File: src/rtl/chg_entry_fifo_if.sv
// Record handshake bundle between the change-list reader and the Y-update design.
// The slave modport is the FIFO's view; the master modport is the producer/consumer side.
interface chg_entry_fifo_if;
   logic        in_valid;
   logic [15:0] in_row;
   logic [15:0] in_col;
   logic [23:0] in_real;
   logic [23:0] in_img;
   logic        in_ready;

   logic        out_valid;
   logic [15:0] out_row;
   logic [15:0] out_col;
   logic [23:0] out_real;
   logic [23:0] out_img;
   logic        out_ready;

   modport slave (
      input  in_valid, in_row, in_col, in_real, in_img, out_ready,
      output in_ready, out_valid, out_row, out_col, out_real, out_img
   );

   modport master (
      output in_valid, in_row, in_col, in_real, in_img, out_ready,
      input  in_ready, out_valid, out_row, out_col, out_real, out_img
   );
endinterface

File: src/rtl/chg_entry_fifo.sv
// Show-ahead circular FIFO of change records, dropping all-zero deltas and
// tracking the end-of-list marker through a FILL/DRAIN/DONE control FSM.
module chg_entry_fifo #(
   parameter int unsigned DEPTH   = 8,
   parameter logic [15:0] EOL_ROW = 16'hFFFF
) (
   input  logic                     clock,
   input  logic                     reset,
   chg_entry_fifo_if.slave          bus,
   input  logic                     start,
   output logic                     done,
   output logic [$clog2(DEPTH):0]   level,
   output logic [15:0]              zero_drops
);

   localparam int unsigned AW = $clog2(DEPTH);
   localparam logic [AW:0] FULL_LVL = (AW+1)'(DEPTH);

   typedef enum logic [1:0] {FILL, DRAIN, DONE} state_t;

   state_t          state_q, state_d;
   logic [AW-1:0]   wr_ptr_q, wr_ptr_d;
   logic [AW-1:0]   rd_ptr_q, rd_ptr_d;
   logic [AW:0]     level_q, level_d;
   logic [15:0]     zero_drops_q, zero_drops_d;
   logic [79:0]     mem [DEPTH];

   logic push, pop, is_eol, is_zero, store, drop;

   // Handshake and datapath next-state
   always_comb begin
      push     = bus.in_valid && bus.in_ready;
      pop      = bus.out_valid && bus.out_ready;
      is_eol   = (bus.in_row == EOL_ROW);
      is_zero  = (bus.in_real == '0) && (bus.in_img == '0);
      store    = push && !is_eol && !is_zero;
      drop     = push && !is_eol && is_zero;

      wr_ptr_d = wr_ptr_q;
      rd_ptr_d = rd_ptr_q;
      if (store) wr_ptr_d = wr_ptr_q + 1'b1;
      if (pop)   rd_ptr_d = rd_ptr_q + 1'b1;

      level_d = level_q;
      case ({store, pop})
         2'b10:   level_d = level_q + 1'b1;
         2'b01:   level_d = level_q - 1'b1;
         default: level_d = level_q;
      endcase

      zero_drops_d = zero_drops_q;
      if (drop && (zero_drops_q != '1)) zero_drops_d = zero_drops_q + 1'b1;
   end

   // EOL decisions look at the post-edge level so a concurrent pop is honoured
   always_comb begin
      state_d = state_q;
      case (state_q)
         FILL:    if (push && is_eol) state_d = (level_d != '0) ? DRAIN : DONE;
         DRAIN:   if (level_d == '0) state_d = DONE;
         DONE:    if (start) state_d = FILL;
         default: state_d = FILL;
      endcase
   end

   always_comb begin
      bus.in_ready  = (level_q != FULL_LVL) && (state_q == FILL);
      bus.out_valid = (level_q != '0);
      {bus.out_row, bus.out_col, bus.out_real, bus.out_img} =
         bus.out_valid ? mem[rd_ptr_q] : '0;
      done       = (state_q == DONE);
      level      = level_q;
      zero_drops = zero_drops_q;
   end

   always_ff @(posedge clock or posedge reset) begin
      if (reset) begin
         state_q      <= FILL;
         wr_ptr_q     <= '0;
         rd_ptr_q     <= '0;
         level_q      <= '0;
         zero_drops_q <= '0;
      end else begin
         state_q      <= state_d;
         wr_ptr_q     <= wr_ptr_d;
         rd_ptr_q     <= rd_ptr_d;
         level_q      <= level_d;
         zero_drops_q <= zero_drops_d;
      end
   end

   always_ff @(posedge clock) begin
      if (store) mem[wr_ptr_q] <= {bus.in_row, bus.in_col, bus.in_real, bus.in_img};
   end

endmodule
File: src/flat_wrapper.sv
// flat-port wrapper written by rule: the top's interface ports become plain ports
module chg_entry_fifo_flat 
#(
   parameter int unsigned DEPTH   = 8,
   parameter logic [15:0] EOL_ROW = 16'hFFFF
)
  (clock, reset, start, done, level, zero_drops, bus_in_valid, bus_in_row, bus_in_col, bus_in_real, bus_in_img, bus_out_ready, bus_in_ready, bus_out_valid, bus_out_row, bus_out_col, bus_out_real, bus_out_img);
  chg_entry_fifo_if bus_i ();
  input  logic clock;
  input  logic reset;
  input  logic start;
  output logic done;
  output logic [$clog2(DEPTH):0] level;
  output logic [15:0] zero_drops;
  input wire logic [$bits(bus_i.in_valid)-1:0] bus_in_valid;
  input wire logic [$bits(bus_i.in_row)-1:0] bus_in_row;
  input wire logic [$bits(bus_i.in_col)-1:0] bus_in_col;
  input wire logic [$bits(bus_i.in_real)-1:0] bus_in_real;
  input wire logic [$bits(bus_i.in_img)-1:0] bus_in_img;
  input wire logic [$bits(bus_i.out_ready)-1:0] bus_out_ready;
  output wire logic [$bits(bus_i.in_ready)-1:0] bus_in_ready;
  output wire logic [$bits(bus_i.out_valid)-1:0] bus_out_valid;
  output wire logic [$bits(bus_i.out_row)-1:0] bus_out_row;
  output wire logic [$bits(bus_i.out_col)-1:0] bus_out_col;
  output wire logic [$bits(bus_i.out_real)-1:0] bus_out_real;
  output wire logic [$bits(bus_i.out_img)-1:0] bus_out_img;
  assign bus_i.in_valid = bus_in_valid;
  assign bus_i.in_row = bus_in_row;
  assign bus_i.in_col = bus_in_col;
  assign bus_i.in_real = bus_in_real;
  assign bus_i.in_img = bus_in_img;
  assign bus_i.out_ready = bus_out_ready;
  assign bus_in_ready = bus_i.in_ready;
  assign bus_out_valid = bus_i.out_valid;
  assign bus_out_row = bus_i.out_row;
  assign bus_out_col = bus_i.out_col;
  assign bus_out_real = bus_i.out_real;
  assign bus_out_img = bus_i.out_img;
  chg_entry_fifo #(.DEPTH(DEPTH), .EOL_ROW(EOL_ROW)) u_core (.clock(clock), .reset(reset), .bus(bus_i), .start(start), .done(done), .level(level), .zero_drops(zero_drops));
endmodule
File: config.mk
export PLATFORM = sky130hd
export DESIGN_NAME = chg_entry_fifo_flat
export DESIGN_NICKNAME = d
export VERILOG_FILES = /design/src/rtl/chg_entry_fifo_if.sv /design/src/rtl/chg_entry_fifo.sv /design/src/flat_wrapper.sv
export SDC_FILE = /design/constraint.sdc
export NUM_CORES = 1
export LEC_CHECK = 0
export CELL_PAD_IN_SITES_DETAIL_PLACEMENT = 1
export CELL_PAD_IN_SITES_GLOBAL_PLACEMENT = 1
export CORE_MARGIN = 1.5
export CORE_UTILIZATION = 58
export CTS_BUF_LIST = sky130_fd_sc_hd__clkbuf_8
export DETAILED_ROUTE_END_ITERATION = 16
export GPL_TIMING_DRIVEN = 0
export PLACE_DENSITY_LB_ADDON = 0.08
export SLEW_MARGIN = 20
export SYNTH_ARGS = -nofsm -noshare
export SYNTH_HDL_FRONTEND = slang
export SYNTH_SLANG_ARGS = --single-unit
File: constraint.sdc
create_clock -name clock -period 15.86 [get_ports clock]
set_input_delay 3.172 -clock clock [delete_from_list [all_inputs] [get_ports clock]]
set_output_delay 3.172 -clock clock [all_outputs]
set_load 0.01 [all_outputs]
==> results.cfg, run 1 <==
[status]
status = complete, no violations

[worst_setup_path]
cp_max_fo = 10
setup.worst_path.end_class = output pin
cp-start-kind = flop
critPathKind = reg -> out
r2r_slack_ns = 11.72
critPathArrivalTime_ns = 4.53
required_ns = 12.69

[yosys]
synth_edf_count = 640
synth_nets = 1280
synth_top_family_by_area = multiplexers
yosysWarningCount = 0
synthAdderAreaFrac_pct = 0.289
synth.top_cell.area_share_pct = 74.0
synth.area.top_cells = edfxtp_1 (74%), mux4_2 (14%), mux2i_1 (3.1%), dfrtp_1 (2.7%), nor2_1 (1.3%)
synth_most_common_cell = edfxtp_1
ys.flop_type = edfxtp_1
synth.distinct_cells = 49
yosysTopAreaCell = edfxtp_1
yosys.area_share.xor_xnor_pct = 0.905
synth_seq_cells = 668
muxShareOfSynthArea_pct = 17.1
syn_area_um2 = 26000
ys_seq_area_share_pct = 76.7
synth_common_cells = edfxtp_1 (640), mux4_2 (160), nor2_1 (89)
synth_area_per_cell_um2 = 21.9
synth_cells = 1189
yosys.area_share.simple_pct = 3.59
ys_async_sr_fraction_pct = 4.19
synth_compound_area_share_pct = 0.212

[timing]
grt_setup_unrepaired = false
skew_ns = 0.0191
setup_viol = 0
finalCritPeriodShare_pct = 48.6
min_period_ns = 7.71
finalWorstSetupSlack_ns = 8.15
relSlewSlack_pct = 24.9
slew_violations = 0
fmax_mhz = 130
worstMarginPinSlew_ns = 1.12
setup_tns_ns = 0
finalHoldViolations = 0

[clock_network]
cts_resized = 0
cts_sinks = 668
h-tree-depth = 3
cts-root-buf = clkbuf_8
clkLatencyLatePin_ns = 0.70
cts_hold_buf = 0
cts.clk_slew.worst_paths_ns = 0.06
cts_tree = built
post-cts-setup-buffers = 0
cts_buffers = 104
ctsLongestPathBuffers = 3

[drt]
wl_per_cell_um = 28.9
vias = 13600
drt_pass1_iterations = 7
drtIter0Drc = 1262
vias_per_cell = 6.10
ant_nets = 0
drc = 0
wirelength_um = 64400

[floorplan]
start_util_pct = 58.8
dieArea_um2 = 46100
floorplan.rows = 77
io_pins = 188
die_width_um = 215
core_um2 = 44200
die_h_um = 215

[pwr]
p_switching_mw = 1.83
power_leakage_nw = 10.6
p_sw_share_pct = 31.9
ir_drop_mv = 0.118
p_per_area_nw_per_um2 = 183
cellInternalPower_mw = 3.92
comb_power_share_pct = 36.9
power_frac_seq_pct = 39.6
p_clk_share_pct = 23.5
power.total_mw = 5.75

[final_layout]
syn2layout_area_growth_pct = 20.6
drive_above_1_share_pct = 25.6
final_cell_area_um2 = 31300
nNetsFinal = 1650
fin_cells = 2233

[global_routing]
grt_max_degree = 29
grt_usage_pct = 29.0
grt_antenna_before_repair = 2
grt_pass1_vias = 15000
overflow = 0
grt_pass1_wl_um = 96500

[flow_run]
maxCapViolCount = 0

[hold_path]
hold_path.class = reg -> reg

[placement]
io_buffers = 187
gp_congestion = 0.747
post-place-cells = 2045
pre_cts_ws_ns = 7.91
placed_cell_area_um2 = 29400
post-dp-hpwl_um = 41800
[routing by layer]
metal | GRT usage, % | share of wire, % | vias to the layer above | routed length (µm)
met4 | 10.7 | 2.6 | 2 | 1670
met1 | 38.7 | 40 | 7200 | 25600
met5 | 0 | 0.026 | - | 17
li1 | - | - | 5681 | -
met2 | 47.5 | 51 | 605 | 32800
met3 | 6.27 | 6.8 | 125 | 4410
[critical path: stages, from the launching register on]
cell and delay (ns):
dfrtp_1 0.35, clkbuf_1 0.61, clkbuf_1 0.74, clkbuf_1 0.59, mux4_2 0.41, mux2i_1 0.53, nor2_1 0.09, clkdlybuf4s50_1 0.51
[through the flow]
step                      util, %  hold WS, ns
after detailed placement     66.6        0.494
final                        70.9        0.509
after CTS                    70.9        0.514
after floorplan                 -        0.514
after global routing         70.9        0.535
after global placement       64.7        0.499
[flip-flops by register name, indices dropped and copies added (netlist names)]
| signal | flops |
|---|---|
| u_core.level | 4 |
| u_core.mem | 640 |
| u_core.rd_ptr_q | 3 |
| u_core.state_q | 2 |
| u_core.wr_ptr_q | 3 |
| u_core.zero_drops | 16 |
[layout by cell type (no fill, tap or decap), types with 9 or more instances in the layout]
cell type and n:
mux2i_1 80, clkinv_1 31, clkinv_2 12, buf_1 9
nor2_1 86, xnor2_1 22, dfrtp_1 28, nor4_1 14
mux4_2 160, inv_1 30, clkbuf_8 111, nand4_1 14
buf_6 10, clkdlybuf4s50_1 187, edfxtp_1 640, clkbuf_1 29
buf_4 48, buf_2 29, nand3_2 9
[path summary, 6_finish.rpt]
path,start,end,depth (start not counted)
worst min-delay path,u_core.zero_drops[10],u_core.zero_drops[10],1
worst max register to register,u_core.level[0],u_core.mem[0][10],13
worst min register to register,u_core.zero_drops[10],u_core.zero_drops[10],1
worst max-delay path,u_core.rd_ptr_q[1],bus_out_col[11],7
min in group asynchronous,reset,u_core.zero_drops[6],2
max in group asynchronous,reset,u_core.zero_drops[2],2
[kinds of logic after synthesis]
group	count (synthesis)
adder cells (fa/ha/maj)	6
multiplexers	244
AND/OR/NAND/NOR	170
AO/OA/AOI/OAI	8
buffers and inverters	67
XOR/XNOR	26
flip-flops	668
[power by group through the flow]
| stage | combinational (mW) | sequential (mW) | clock, mW |
|---|---|---|---|
| after CTS | 2.15 | 2.28 | 1.38 |
| after global routing | 2.25 | 2.29 | 1.44 |
| after floorplan | 1.16 | 2.32 | 0 |
| after detailed placement | 2.12 | 2.31 | 0 |
| after global placement | 1.99 | 2.38 | 0 |
| final | 2.12 | 2.28 | 1.35 |
[final cells by class]
cell class | count | area, µm²
clock inverters | 75 | 383
inverters | 5 | 18.8
fillers | 3507 | 12900
well taps | 592 | 741
diodes | 2 | 5.00
multi-input cells | 454 | 5800
plain buffers | 62 | 294
repair buffers | 264 | 2660
flip-flops and latches | 668 | 19900
clock buffers | 111 | 1530
No activity file was read; power rests on OpenSTA's default activity.
==> run 2, diff against run 1 <==
CORE_UTILIZATION = 48   (was 58)
clock period = 6.5 ns   (was 15.86 ns; I/O delays follow)
==> results.cfg, run 2 (same netlist as run 1, synthesis figures left out) <==
[status]
status = complete, no violations

[timing]
skew_ns = 0.0183
min_period_ns = 6.00
finalWorstSetupSlack_ns = 0.501
fmax_mhz = 167
slew_violations = 0
relSlewSlack_pct = 33.3
hold_ws_ns = 0.502
finalCritPeriodShare_pct = 92.3
finalHoldViolations = 0
setup_viol = 0
worstMarginPinSlew_ns = 1.00
setup_tns_ns = 0
grt_setup_unrepaired = false

[pwr]
p_per_area_nw_per_um2 = 445
cellInternalPower_mw = 9.71
power_frac_seq_pct = 39.1
power_leakage_nw = 10.7
ir_drop_mv = 0.206
p_sw_share_pct = 31.3
p_clk_share_pct = 24.1
comb_power_share_pct = 36.8
p_switching_mw = 4.43

[worst_setup_path]
cp-start-kind = flop
cp_max_fo = 10
critPathKind = reg -> out
required_ns = 5.20
rr_startpoint = u_core.level[3]
reg2reg_depth = 12
startpoint = u_core.rd_ptr_q[1]
setup.worst_path.end_class = output pin
critPathArrivalTime_ns = 4.70

[clock_network]
h-tree-depth = 3
cts-root-buf = clkbuf_8
post-cts-setup-buffers = 0
cts_resized = 0
cts_tree = built
cts.clk_slew.worst_paths_ns = 0.06
clkLatencyLatePin_ns = 0.71
ctsLongestPathBuffers = 3
cts_sinks = 668
cts_hold_buf = 0
cts_buffers = 106

[final_layout]
final_cell_area_um2 = 31800
syn2layout_area_growth_pct = 22.2
final_cell_mix = edfxtp_1 (640), clkdlybuf4s50_1 (187), mux4_2 (160)
largest_register = u_core.mem
fin_cells = 2339
nNetsFinal = 1647
largest_reg_flops = 640
regArea_um2 = 19900
drive_above_1_share_pct = 25.5
layout_commonest_cell = edfxtp_1
multi_input_area_um2 = 5820
nFillCells = 4569

[placement]
placed_cell_area_um2 = 29700
pre_cts_ws_ns = 0.479
io_buffers = 187
gp_congestion = 0.732
post-place-cells = 2144
post-dp-hpwl_um = 41100

[drt]
drtIter0Drc = 1004
ant_nets = 0
drt_pass1_iterations = 5
vias = 13100
wirelength_um = 61800
drc = 0
vias_per_cell = 5.60
wl_per_cell_um = 26.4

[hold_path]
hold_path.class = reg -> reg
min-delay-start = u_core.zero_drops[15]
worst_hold_path.num_cells = 1

[floorplan]
core_um2 = 53700
start_util_pct = 48.4
dieArea_um2 = 55500
die_width_um = 236
floorplan.rows = 85
die_h_um = 236
io_pins = 188

[global_routing]
grt_max_degree = 29
grt_antenna_before_repair = 3
grt_pass1_wl_um = 93400
grt_usage_pct = 23.0
grt_pass1_vias = 14400
overflow = 0

[flow_run]
maxCapViolCount = 0
[run 2: layer usage]
layer,vias up,routed length (µm),GRT usage (%)
li1,5674,-,-
met1,6979,26700,31.9
met2,363,30700,37.4
met3,81,3410,4.81
met4,6,1010,6.39
met5,-,45,0
[run 2: final cells by class]
class                           count  area share [%]
Sequential cell                   668            62.7
Multi-Input combinational cell    454            18.3
Timing Repair Buffer              259            8.88
Clock buffer                      116            5.03
Tap cell                          696            2.74
Clock inverter                     78            1.32
Buffer                             62           0.926
Inverter                            5          0.0591
Antenna cell                        1         0.00788
[run 2: worst paths after layout]
check | slack, ns | end
worst max-delay path | 0.50 | bus_out_row[15]
worst min-delay path | 0.50 | u_core.zero_drops[15]
worst max register to register | 2.92 | u_core.mem[0][11]
worst min register to register | 0.50 | u_core.zero_drops[15]
max in group asynchronous | 5.05 | u_core.rd_ptr_q[1]
min in group asynchronous | 1.02 | u_core.zero_drops[9]
[run 2: worst max-delay path, cell delays in order (launching register included)]
cell and delay [ns]:
dfrtp_1 0.37, clkbuf_1 0.65, clkbuf_1 0.78, buf_1 0.62
mux4_2 0.41, mux2i_1 0.55, nor2_1 0.08, clkdlybuf4s50_1 0.51
[run 2: power groups by stage]
stage          combinational (mW)  sequential (mW)  clock (mW)
5_1_grt                      5.55             5.58        3.66
4_1_cts                      5.32             5.54        3.49
2_1_floorplan                2.84             5.66           0
3_3_place_gp                 4.95             5.78           0
3_5_place_dp                 5.30             5.62           0
6_report                     5.20             5.53        3.41
[run 2: stage by stage]
step	power, mW	utilization (%)
6_report	14.1	59.1
5_1_grt	14.8	59.1
4_1_cts	14.3	59.1
3_5_place_dp	10.9	55.4
3_3_place_gp	10.7	53.5
2_1_floorplan	8.50	-
